===== config.mk =====
export PLATFORM = sky130hd
export DESIGN_NAME = counter_seq_ctrl_flat
export DESIGN_NICKNAME = d
export VERILOG_FILES = /design/src/rtl/counter_seq_ctrl_pkg.sv /design/src/rtl/counter_seq_ctrl_if.sv /design/src/rtl/counter_seq_ctrl_stage.sv /design/src/rtl/counter_seq_ctrl.sv /design/src/flat_wrapper.sv
export SDC_FILE = /design/constraint.sdc
export NUM_CORES = 1
export LEC_CHECK = 0
export BUFFER_PORTS_ARGS = -buffer_cell sky130_fd_sc_hd__buf_4
export CORE_MARGIN = 4
export CORE_UTILIZATION = 51
export DETAILED_ROUTE_END_ITERATION = 6
export PLACE_DENSITY = 0.84
export SYNTH_ARGS = -nofsm -noshare
export SYNTH_HDL_FRONTEND = slang
export SYNTH_SLANG_ARGS = --single-unit
export TNS_END_PERCENT = 10

===== constraint.sdc =====
create_clock -name CLK -period 4.7 [get_ports CLK]
set_input_delay 0.47 -clock CLK [delete_from_list [all_inputs] [get_ports CLK]]
set_output_delay 0.47 -clock CLK [all_outputs]
set_load 0.02 [all_outputs]

===== src/rtl/counter_seq_ctrl_pkg.sv =====
// Shared types and constants for the cascaded 4-bit counter sequencer.
package cnt_seq_pkg;

  // Width of one counter stage; the chain width is STAGE_W * STAGES.
  localparam int STAGE_W = 4;

  // Controller states (2-bit encoding).
  typedef enum logic [1:0] {
    S_IDLE   = 2'd0,
    S_RUN    = 2'd1,
    S_PAUSED = 2'd2,
    S_DONE   = 2'd3
  } state_t;

  // Values of the mode strap, sampled at each terminal event.
  localparam logic M_ONESHOT = 1'b0;
  localparam logic M_RELOAD  = 1'b1;

endpackage


===== src/rtl/counter_seq_ctrl_if.sv =====
// Control/status bundle of the counter sequencer. The master side requests
// start/stop/pause and supplies the preset; the slave side reports the count.
interface counter_seq_ctrl_if
  import cnt_seq_pkg::*;
#(
  parameter int STAGES = 2
);
  localparam int W = STAGE_W * STAGES;

  logic         start;
  logic         stop;
  logic         pause;
  logic         mode;
  logic [W-1:0] preset;
  logic [W-1:0] q;
  logic         co;
  logic         busy;
  logic         done;

  modport master (
    output start, stop, pause, mode, preset,
    input  q, co, busy, done
  );

  modport slave (
    input  start, stop, pause, mode, preset,
    output q, co, busy, done
  );
endinterface


===== src/rtl/counter_seq_ctrl_stage.sv =====
// One 4-bit synchronous counter stage: clear beats load beats enable.
// CO is combinational so the next stage can see it on the same edge.
module cnt4_sync_stage
  import cnt_seq_pkg::*;
(
  input  logic               CLK,
  input  logic               clr,
  input  logic               load,
  input  logic               en,
  input  logic [STAGE_W-1:0] d,
  output logic [STAGE_W-1:0] q,
  output logic               co
);
  logic [STAGE_W-1:0] q_reg;

  // Stage register: clear, parallel load, or increment by one.
  always_ff @(posedge CLK) begin
    if (clr) begin
      q_reg <= '0;
    end else if (load) begin
      q_reg <= d;
    end else if (en) begin
      q_reg <= q_reg + STAGE_W'(1);
    end
  end

  assign q  = q_reg;
  assign co = &q_reg;
endmodule


===== src/rtl/counter_seq_ctrl.sv =====
// Timer/sequencer around a chain of 4-bit counter stages: loads a preset,
// counts up to all ones, then stops (one-shot) or reloads (auto-reload).
// Supports pause, abort (stop) and restart (start while active).
module counter_seq_ctrl
  import cnt_seq_pkg::*;
#(
  parameter int STAGES   = 2,
  parameter int MODE_DEF = 0   // documents the board's default mode strap
)(
  input  logic               CLK,
  input  logic               RST,
  counter_seq_ctrl_if.slave  bus
);
  localparam int W = STAGE_W * STAGES;

  // MODE_DEF carries no logic; a non-0/1 value leaves this marker block in
  // the elaborated hierarchy so a bad strap setting is easy to spot.
  if (MODE_DEF != 0 && MODE_DEF != 1) begin : g_mode_def_out_of_range
  end

  state_t state_reg, state_next;
  logic   busy_reg, busy_next;
  logic   done_reg, done_next;

  logic   clr;
  logic   load;
  logic   cnt_en;
  logic   terminal;

  logic [W-1:0]      q;
  logic [STAGES-1:0] stage_co;
  logic [STAGES-1:0] stage_en;

  // Ripple-enable carry chain: a stage counts only when every lower stage
  // is at all ones. All stages share the same clock, so it stays synchronous.
  for (genvar gi = 0; gi < STAGES; gi++) begin : g_stage
    if (gi == 0) begin : g_first
      assign stage_en[gi] = cnt_en;
    end else begin : g_rest
      assign stage_en[gi] = stage_en[gi-1] & stage_co[gi-1];
    end

    cnt4_sync_stage u_stage (
      .CLK  (CLK),
      .clr  (clr),
      .load (load),
      .en   (stage_en[gi]),
      .d    (bus.preset[gi*STAGE_W +: STAGE_W]),
      .q    (q[gi*STAGE_W +: STAGE_W]),
      .co   (stage_co[gi])
    );
  end

  assign terminal = &stage_co;

  // Next-state and chain controls; priority RST > STOP > START > terminal/count > PAUSE.
  always_comb begin
    state_next = state_reg;
    busy_next  = busy_reg;
    done_next  = 1'b0;
    clr        = 1'b0;
    load       = 1'b0;
    cnt_en     = 1'b0;

    if (RST) begin
      clr        = 1'b1;
      state_next = S_IDLE;
      busy_next  = 1'b0;
    end else if (bus.stop) begin
      state_next = S_IDLE;
      busy_next  = 1'b0;
    end else if (bus.start) begin
      load       = 1'b1;
      state_next = S_RUN;
      busy_next  = 1'b1;
    end else begin
      case (state_reg)
        S_IDLE: begin
          state_next = S_IDLE;
        end
        S_RUN: begin
          if (terminal) begin
            // Terminal takes precedence over a same-edge pause request.
            done_next = 1'b1;
            if (bus.mode == M_RELOAD) begin
              load = 1'b1;
            end else begin
              state_next = S_DONE;
              busy_next  = 1'b0;
            end
          end else if (bus.pause) begin
            state_next = S_PAUSED;
          end else begin
            cnt_en = 1'b1;
          end
        end
        S_PAUSED: begin
          if (!bus.pause) begin
            state_next = S_RUN;
          end
        end
        S_DONE: begin
          state_next = S_IDLE;
          busy_next  = 1'b0;
        end
        default: begin
          state_next = S_IDLE;
          busy_next  = 1'b0;
        end
      endcase
    end
  end

  // Controller state and registered status flags.
  always_ff @(posedge CLK) begin
    if (RST) begin
      state_reg <= S_IDLE;
      busy_reg  <= 1'b0;
      done_reg  <= 1'b0;
    end else begin
      state_reg <= state_next;
      busy_reg  <= busy_next;
      done_reg  <= done_next;
    end
  end

  assign bus.q    = q;
  assign bus.co   = terminal;
  assign bus.busy = busy_reg;
  assign bus.done = done_reg;
endmodule

===== src/flat_wrapper.sv =====
// flat-port wrapper written by rule: the top's interface ports become plain ports
module counter_seq_ctrl_flat import cnt_seq_pkg::*;
#(
  parameter int STAGES   = 2,
  parameter int MODE_DEF = 0                                              
)
  (CLK, RST, bus_start, bus_stop, bus_pause, bus_mode, bus_preset, bus_q, bus_co, bus_busy, bus_done);
  counter_seq_ctrl_if #(.STAGES(STAGES)) bus_i ();
  input  logic CLK;
  input  logic RST;
  input wire logic [$bits(bus_i.start)-1:0] bus_start;
  input wire logic [$bits(bus_i.stop)-1:0] bus_stop;
  input wire logic [$bits(bus_i.pause)-1:0] bus_pause;
  input wire logic [$bits(bus_i.mode)-1:0] bus_mode;
  input wire logic [$bits(bus_i.preset)-1:0] bus_preset;
  output wire logic [$bits(bus_i.q)-1:0] bus_q;
  output wire logic [$bits(bus_i.co)-1:0] bus_co;
  output wire logic [$bits(bus_i.busy)-1:0] bus_busy;
  output wire logic [$bits(bus_i.done)-1:0] bus_done;
  assign bus_i.start = bus_start;
  assign bus_i.stop = bus_stop;
  assign bus_i.pause = bus_pause;
  assign bus_i.mode = bus_mode;
  assign bus_i.preset = bus_preset;
  assign bus_q = bus_i.q;
  assign bus_co = bus_i.co;
  assign bus_busy = bus_i.busy;
  assign bus_done = bus_i.done;
  counter_seq_ctrl #(.STAGES(STAGES), .MODE_DEF(MODE_DEF)) u_core (.CLK(CLK), .RST(RST), .bus(bus_i));
endmodule

# == After elaboration in Yosys (flattened, before gate mapping) ==
# Index checks and enable logic that the tools add are counted.
# word_totals
regBits,12
wordCells,62
out_inout_bits,11
input_bits,14
# classes
bitwise_logic,2
mux,28
addsub,2
eq_ne,11
reduce_logical,13
# op_table
op,n
$mux 1,18
$mux 4,4
$ne 3x3->1 const B,5
$reduce_and 3->1,3
$add 4x1->4 const B,2
$mux 2,4
$ne 4x4->1 const B,2
$reduce_and 8->1,1
$pmux 2 s3,1
$eq 2x2->1 const B,2
$reduce_and 4->1,1
$reduce_bool 2->1,2
$reduce_or 2->1,2
$reduce_or 4->1,1
$reduce_bool 3->1,1
$reduce_or 3->1,1
$eq 2x1->1 const B,1
$logic_not 2->1,1
$ne 2x2->1 const B,1
$pmux 1 s2,1
$and 1x1->1,1
$not 1->1,1

# == Longest topological paths before layout ==
# logic_depth
word_depth,9
ltp_mapped,6
mapped_depth_nobuf,6

# == Hierarchy ==
# Synthesis repeated with hierarchy kept, for this count alone.
# unflattened
hier_cells,72
area_unflattened_um2,653.1
# by_module_without_submodules
module,cells_each,seq_area_each_um2,area_per_inst_um2,n_inst
cnt4_sync_stage,23,80.1,211.5,2
counter_seq_ctrl,26,80.1,230.2,1

# == Worst setup path after synthesis ==
# Ideal clock, no wire load.
# synth_path
path_kind,reg2reg
startpoint,register u_core.g_stage[0].u_stage.q_reg[0]
endpoint,register u_core.g_stage[0].u_stage.q_reg[2]
synth_period_minus_slack_ps,2050
path_buffers,0
setup_ps,134
slack_ps,2650
path_stages_with_launch,7
t_arrival_ps,1916
t_required_ps,4566
path_cell_list,dfxtp_1 -> ha_1 -> nand3_1 -> nor2_1 -> a31oi_1 -> mux2i_1 -> o211ai_1
# synth_between
elab_chain_len,7
elab_cells_between_ends,15
cone_classes,add/sub: 1; mux: 12; reduce/logical: 2
# synth_lines
element,line_no,rtl
"start, declared",counter_seq_ctrl_stage.sv:14,logic [STAGE_W-1:0] q_reg;
"start signal, assigned",counter_seq_ctrl_stage.sv:23,q_reg <= q_reg + STAGE_W'(1);
$reduce_and 8->1 (*),counter_seq_ctrl.sv:54,assign terminal = &stage_co;
named net bus_co,flat_wrapper.sv:17,output wire logic [$bits(bus_i.co)-1:0] bus_co;
$mux 1,counter_seq_ctrl.sv:82,if (terminal) begin
$mux 1,counter_seq_ctrl.sv:77,case (state_reg)
$mux 1,counter_seq_ctrl.sv:72,end else if (bus.start) begin
$mux 1,counter_seq_ctrl.sv:69,end else if (bus.stop) begin
$mux 1,counter_seq_ctrl.sv:65,if (RST) begin
$mux 4 / $reduce_bool 2->1 (equally long branches),--,
# The timed path passes the listed nets; every way through them passes the cells marked *. The select of a mux whose other input is x is not followed.
# A chain may end at the register's enable or synchronous reset.

# == Worst setup path after layout ==
# layout_path
startpoint,register u_core.g_stage[0].u_stage.q_reg[0]
endpoint,register u_core.g_stage[1].u_stage.q_reg[1]
# layout_between
elab_chain_len,8
elab_cells_between_ends,15
cone_classes,mux: 11; bitwise: 1; reduce/logical: 3
# layout_lines
element,line_no,rtl
$reduce_and 8->1,counter_seq_ctrl.sv:54,
$mux 1,counter_seq_ctrl.sv:82,
$mux 1,counter_seq_ctrl.sv:77,
$mux 1,counter_seq_ctrl.sv:72,
$mux 1,counter_seq_ctrl.sv:69,
$mux 1,counter_seq_ctrl.sv:65,
$and 1x1->1,counter_seq_ctrl.sv:40,assign stage_en[gi] = stage_en[gi-1] & stage_co[gi-1];
$reduce_bool 2->1 (no line),--,
"end signal, assigned",counter_seq_ctrl_stage.sv:23,
"end, declared",counter_seq_ctrl_stage.sv:14,
# Parallel ways exist; a longest one is shown, timed or not.

==> run_summary.xml <==
<?xml version="1.0" encoding="UTF-8"?>
<metrics>
  <group name="setup_path">
    <metric name="critPathKind" unit="">reg -&gt; reg</metric>
    <metric name="timing.critical_path.slowest_cell_delay" unit="ps">660</metric>
    <metric name="critical_path_buf_inv_count" unit="">0</metric>
    <metric name="worstPathArrival" unit="ps">2300</metric>
    <metric name="timing.rr.start" unit="">u_core.g_stage[0].u_stage.q[0]</metric>
    <metric name="start_kind" unit="">flop</metric>
    <metric name="critical_path.endpoint_type" unit="">flop</metric>
    <metric name="path_cells" unit="">ha_1 &gt; nand3_1 &gt; nor2_1 &gt; a31oi_1 &gt; a21oi_1 &gt; a221oi_1</metric>
    <metric name="crit_path_top_delay_cell" unit="">a31oi_1</metric>
    <metric name="worst-path-max-fanout" unit="">7</metric>
    <metric name="critPathRequiredTime" unit="ps">4890</metric>
    <metric name="critPathTopFamily" unit="">compound AO/OA/AOI/OAI gates</metric>
    <metric name="setup.worst_path.start" unit="">u_core.g_stage[0].u_stage.q[0]</metric>
  </group>
  <group name="layout">
    <metric name="largest_reg_flops" unit="">8</metric>
    <metric name="nNetsFinal" unit="">127</metric>
    <metric name="share_of_layout_cells_above_drive_strength_1" unit="%">30.0</metric>
    <metric name="insertedDiodeCount" unit="">0</metric>
    <metric name="area.growth.synth_to_final" unit="%">32.5</metric>
  </group>
  <group name="global_routing">
    <metric name="first_pass_grt_wire_length" unit="um">2570</metric>
    <metric name="overflow" unit="">0</metric>
    <metric name="first_global_vias" unit="">631</metric>
    <metric name="groute.usage.overall" unit="%">16.8</metric>
    <metric name="grt_start_max_net_pins" unit="">14</metric>
    <metric name="number_of_antenna_violations_at_the_first_check_in_global_routing" unit="">0</metric>
  </group>
  <group name="floorplanning">
    <metric name="placementRows" unit="">13</metric>
    <metric name="floorplan_core_area" unit="um2">1300</metric>
    <metric name="dieWidth" unit="um">45.4</metric>
    <metric name="top_level_ports" unit="">25</metric>
    <metric name="die_area" unit="um2">2060</metric>
    <metric name="initial_cell_density_of_the_core" unit="%">54.7</metric>
    <metric name="vertical_extent_of_the_die" unit="um">45.4</metric>
  </group>
  <group name="sta">
    <metric name="grt_setup_unrepaired" unit="">false</metric>
    <metric name="final_hold_viol_count" unit="">0</metric>
    <metric name="max_freq" unit="GHz">0.474</metric>
    <metric name="clock_skews" unit="ps">6.92</metric>
    <metric name="timing.setup.tns" unit="ps">0</metric>
    <metric name="final_slew_violations" unit="">0</metric>
    <metric name="timing.final.crit_period" unit="ps">2110</metric>
    <metric name="timing_worst_slew_pin_value" unit="ps">767</metric>
    <metric name="number_of_setup_violations_in_the_final_report" unit="">0</metric>
    <metric name="timing.max_slew.rel_slack" unit="%">48.6</metric>
    <metric name="finalCritPeriodShare" unit="%">44.9</metric>
  </group>
  <group name="power">
    <metric name="p_comb_share" unit="%">17.4</metric>
    <metric name="static-leakage-power" unit="uW">0.000376</metric>
    <metric name="design_power_total" unit="uW">237</metric>
    <metric name="irDropWorstVdd" unit="uV">152</metric>
    <metric name="p_clk_share" unit="%">35.4</metric>
    <metric name="total_switching_power" unit="uW">62.5</metric>
    <metric name="power_density" unit="nW/um2">251</metric>
    <metric name="seq_power_share" unit="%">47.2</metric>
    <metric name="power_report.internal_total" unit="uW">174</metric>
    <metric name="power_switching_share" unit="%">26.4</metric>
  </group>
  <group name="clock_network">
    <metric name="tritoncts_clock_tree" unit="">done</metric>
    <metric name="clock_insertion_delay_worst_skew" unit="ps">280</metric>
    <metric name="post_cts_buffers" unit="">0</metric>
    <metric name="post_cts_resized" unit="">0</metric>
    <metric name="clock_tree.htree_level_count" unit="">1</metric>
    <metric name="tritoncts.num_buffers" unit="">3</metric>
    <metric name="cts_buffer_depth" unit="">2</metric>
    <metric name="tritoncts_num_sinks" unit="">12</metric>
    <metric name="clk_transition_reported_paths" unit="ps">80</metric>
    <metric name="cts_hold_repair.buffers" unit="">0</metric>
    <metric name="clockRootBuffer" unit="">clkbuf_4</metric>
  </group>
  <group name="synth">
    <metric name="post_synth_fa_ha_maj_area_fraction" unit="%">3.51</metric>
    <metric name="netlist.top_cell.by_area" unit="">dfxtp_1</metric>
    <metric name="yosys_synthesis_warning_count" unit="">0</metric>
    <metric name="synth-compound-area-share" unit="%">25.1</metric>
    <metric name="synth_top_family_by_area" unit="">simple AND/OR/NAND/NOR gates</metric>
    <metric name="synth_ff_type" unit="">dfxtp_1</metric>
    <metric name="synth-simple-area-share" unit="%">28.8</metric>
    <metric name="synth_largest_type_area_fraction" unit="%">33.7</metric>
    <metric name="yosys-top-cells-count" unit="">12 x dfxtp_1, 6 x a21oi_1, 6 x nor3_1</metric>
    <metric name="synth.mux.area_fraction" unit="%">5.62</metric>
    <metric name="yosys.cell_count.top_type" unit="">dfxtp_1</metric>
    <metric name="synth-xor-area-share" unit="%">0</metric>
    <metric name="syn-instance-count" unit="">83</metric>
    <metric name="ys_seq_elements" unit="">12</metric>
    <metric name="postSynth.asyncResetShare" unit="%">0</metric>
    <metric name="synth-edff-count" unit="">0</metric>
    <metric name="netlist_top_cells_area" unit="">dfxtp_1 34%, mux2i_1 5.6%, nand3b_1 5.3%</metric>
    <metric name="syn_nets" unit="">99</metric>
    <metric name="seq_area_frac_synth" unit="%">33.7</metric>
    <metric name="syn_area" unit="um2">712</metric>
    <metric name="synthesis.area_per_instance" unit="um2">8.58</metric>
    <metric name="post_synth_num_cell_types" unit="">30</metric>
  </group>
  <group name="placed_design">
    <metric name="place_congestion" unit="">0.790</metric>
    <metric name="portBuffers" unit="">24</metric>
    <metric name="hpwlAfterDp" unit="um">1280</metric>
  </group>
  <group name="route">
    <metric name="drt_drc_violations_left" unit="">0</metric>
    <metric name="via_per_inst" unit="">5.81</metric>
    <metric name="postRouteAntennaNets" unit="">0</metric>
    <metric name="wirelength_routed" unit="um">1590</metric>
    <metric name="drt_first_iter_violations" unit="">7</metric>
    <metric name="drt-pass1-iter-count" unit="">4</metric>
    <metric name="route.detailed.wl_per_inst" unit="um">12.7</metric>
    <metric name="vias" unit="">726</metric>
  </group>
  <group name="outcome">
    <metric name="status" unit="">finished, final reports clean</metric>
  </group>
  <group name="flow_run">
    <metric name="cap_violations" unit="">0</metric>
  </group>
  <group name="worst_hold_path">
    <metric name="hold_path_class" unit="">in -&gt; reg</metric>
    <metric name="timing.hold.worst.start" unit="">bus_start</metric>
  </group>
</metrics>
-- power groups by stage --
stage	registers, uW	logic (uW)	clock network [uW]
6_report	112	41.2	83.7
5_1_grt	113	45.0	88.8
4_1_cts	112	41.6	85.3
3_5_place_dp	114	41.4	0
3_3_place_gp	114	40.6	0
2_1_floorplan	118	16.6	0
-- area by class of cell --
| type | count | area, um2 |
|---|---|---|
| Tap cell | 15 | 18.8 |
| Timing Repair Buffer | 24 | 180 |
| Sequential cell | 12 | 240 |
| Clock buffer | 4 | 36.3 |
| Inverter | 5 | 18.8 |
| Multi-Input combinational cell | 65 | 449 |
| Fill cell | 102 | 358 |
-- kinds of logic (layout without fill, tap and decap cells) --
kind of cell	count (synthesis)	after routing
buf+inv	6	33
fa+ha+maj	2	2
mux	4	4
flops	12	12
simple gates	34	34
compound gates	25	25
-- layer usage --
layer  wire (um)  part of all wire (%)  GRT usage [%]  up-vias
met2         764                    48           27.7       22
met1         686                    43           21.1      332
met3         124                   7.8           3.59        4
met4          17                   1.1           7.02        0
li1            -                     -              -      368
met5           0                     0              0        -
-- final timing paths --
kind,slack (ps),endpoint,cells past startpoint
setup / recovery,2590,u_core.g_stage[1].u_stage.q[1],6
hold / removal,380,u_core.state_reg[1],2
setup reg to reg,2590,u_core.g_stage[1].u_stage.q[1],6
hold reg to reg,520,u_core.g_stage[1].u_stage.q[3],2
-- through the flow --
stage | std cells | utilization, % | hold WS, ps | setup WS, ps | cell area [um2]
2_1_floorplan | 83 | - | 548 | 2650 | 712
3_3_place_gp | 121 | 69.7 | 508 | 2630 | 907
3_5_place_dp | 121 | 69.7 | 509 | 2610 | 907
4_1_cts | 125 | 72.5 | 375 | 2590 | 943
5_1_grt | 125 | 72.5 | 380 | 2410 | 943
6_report | 125 | 72.5 | 380 | 2590 | 943
-- cell usage in the layout (no fill, tap or decap), types with 3 or more instances in the layout --
cell type and n:
nand3_1 5, buf_4 24, a21oi_1 6, dfxtp_1 12, clkbuf_4 3, nor3_1 6
o21ai_0 4, nand3b_1 5, mux2i_1 4, nor2_1 5, inv_1 5, a31oi_1 4
nand2_1 5
Power figures use the tool's default switching activity.
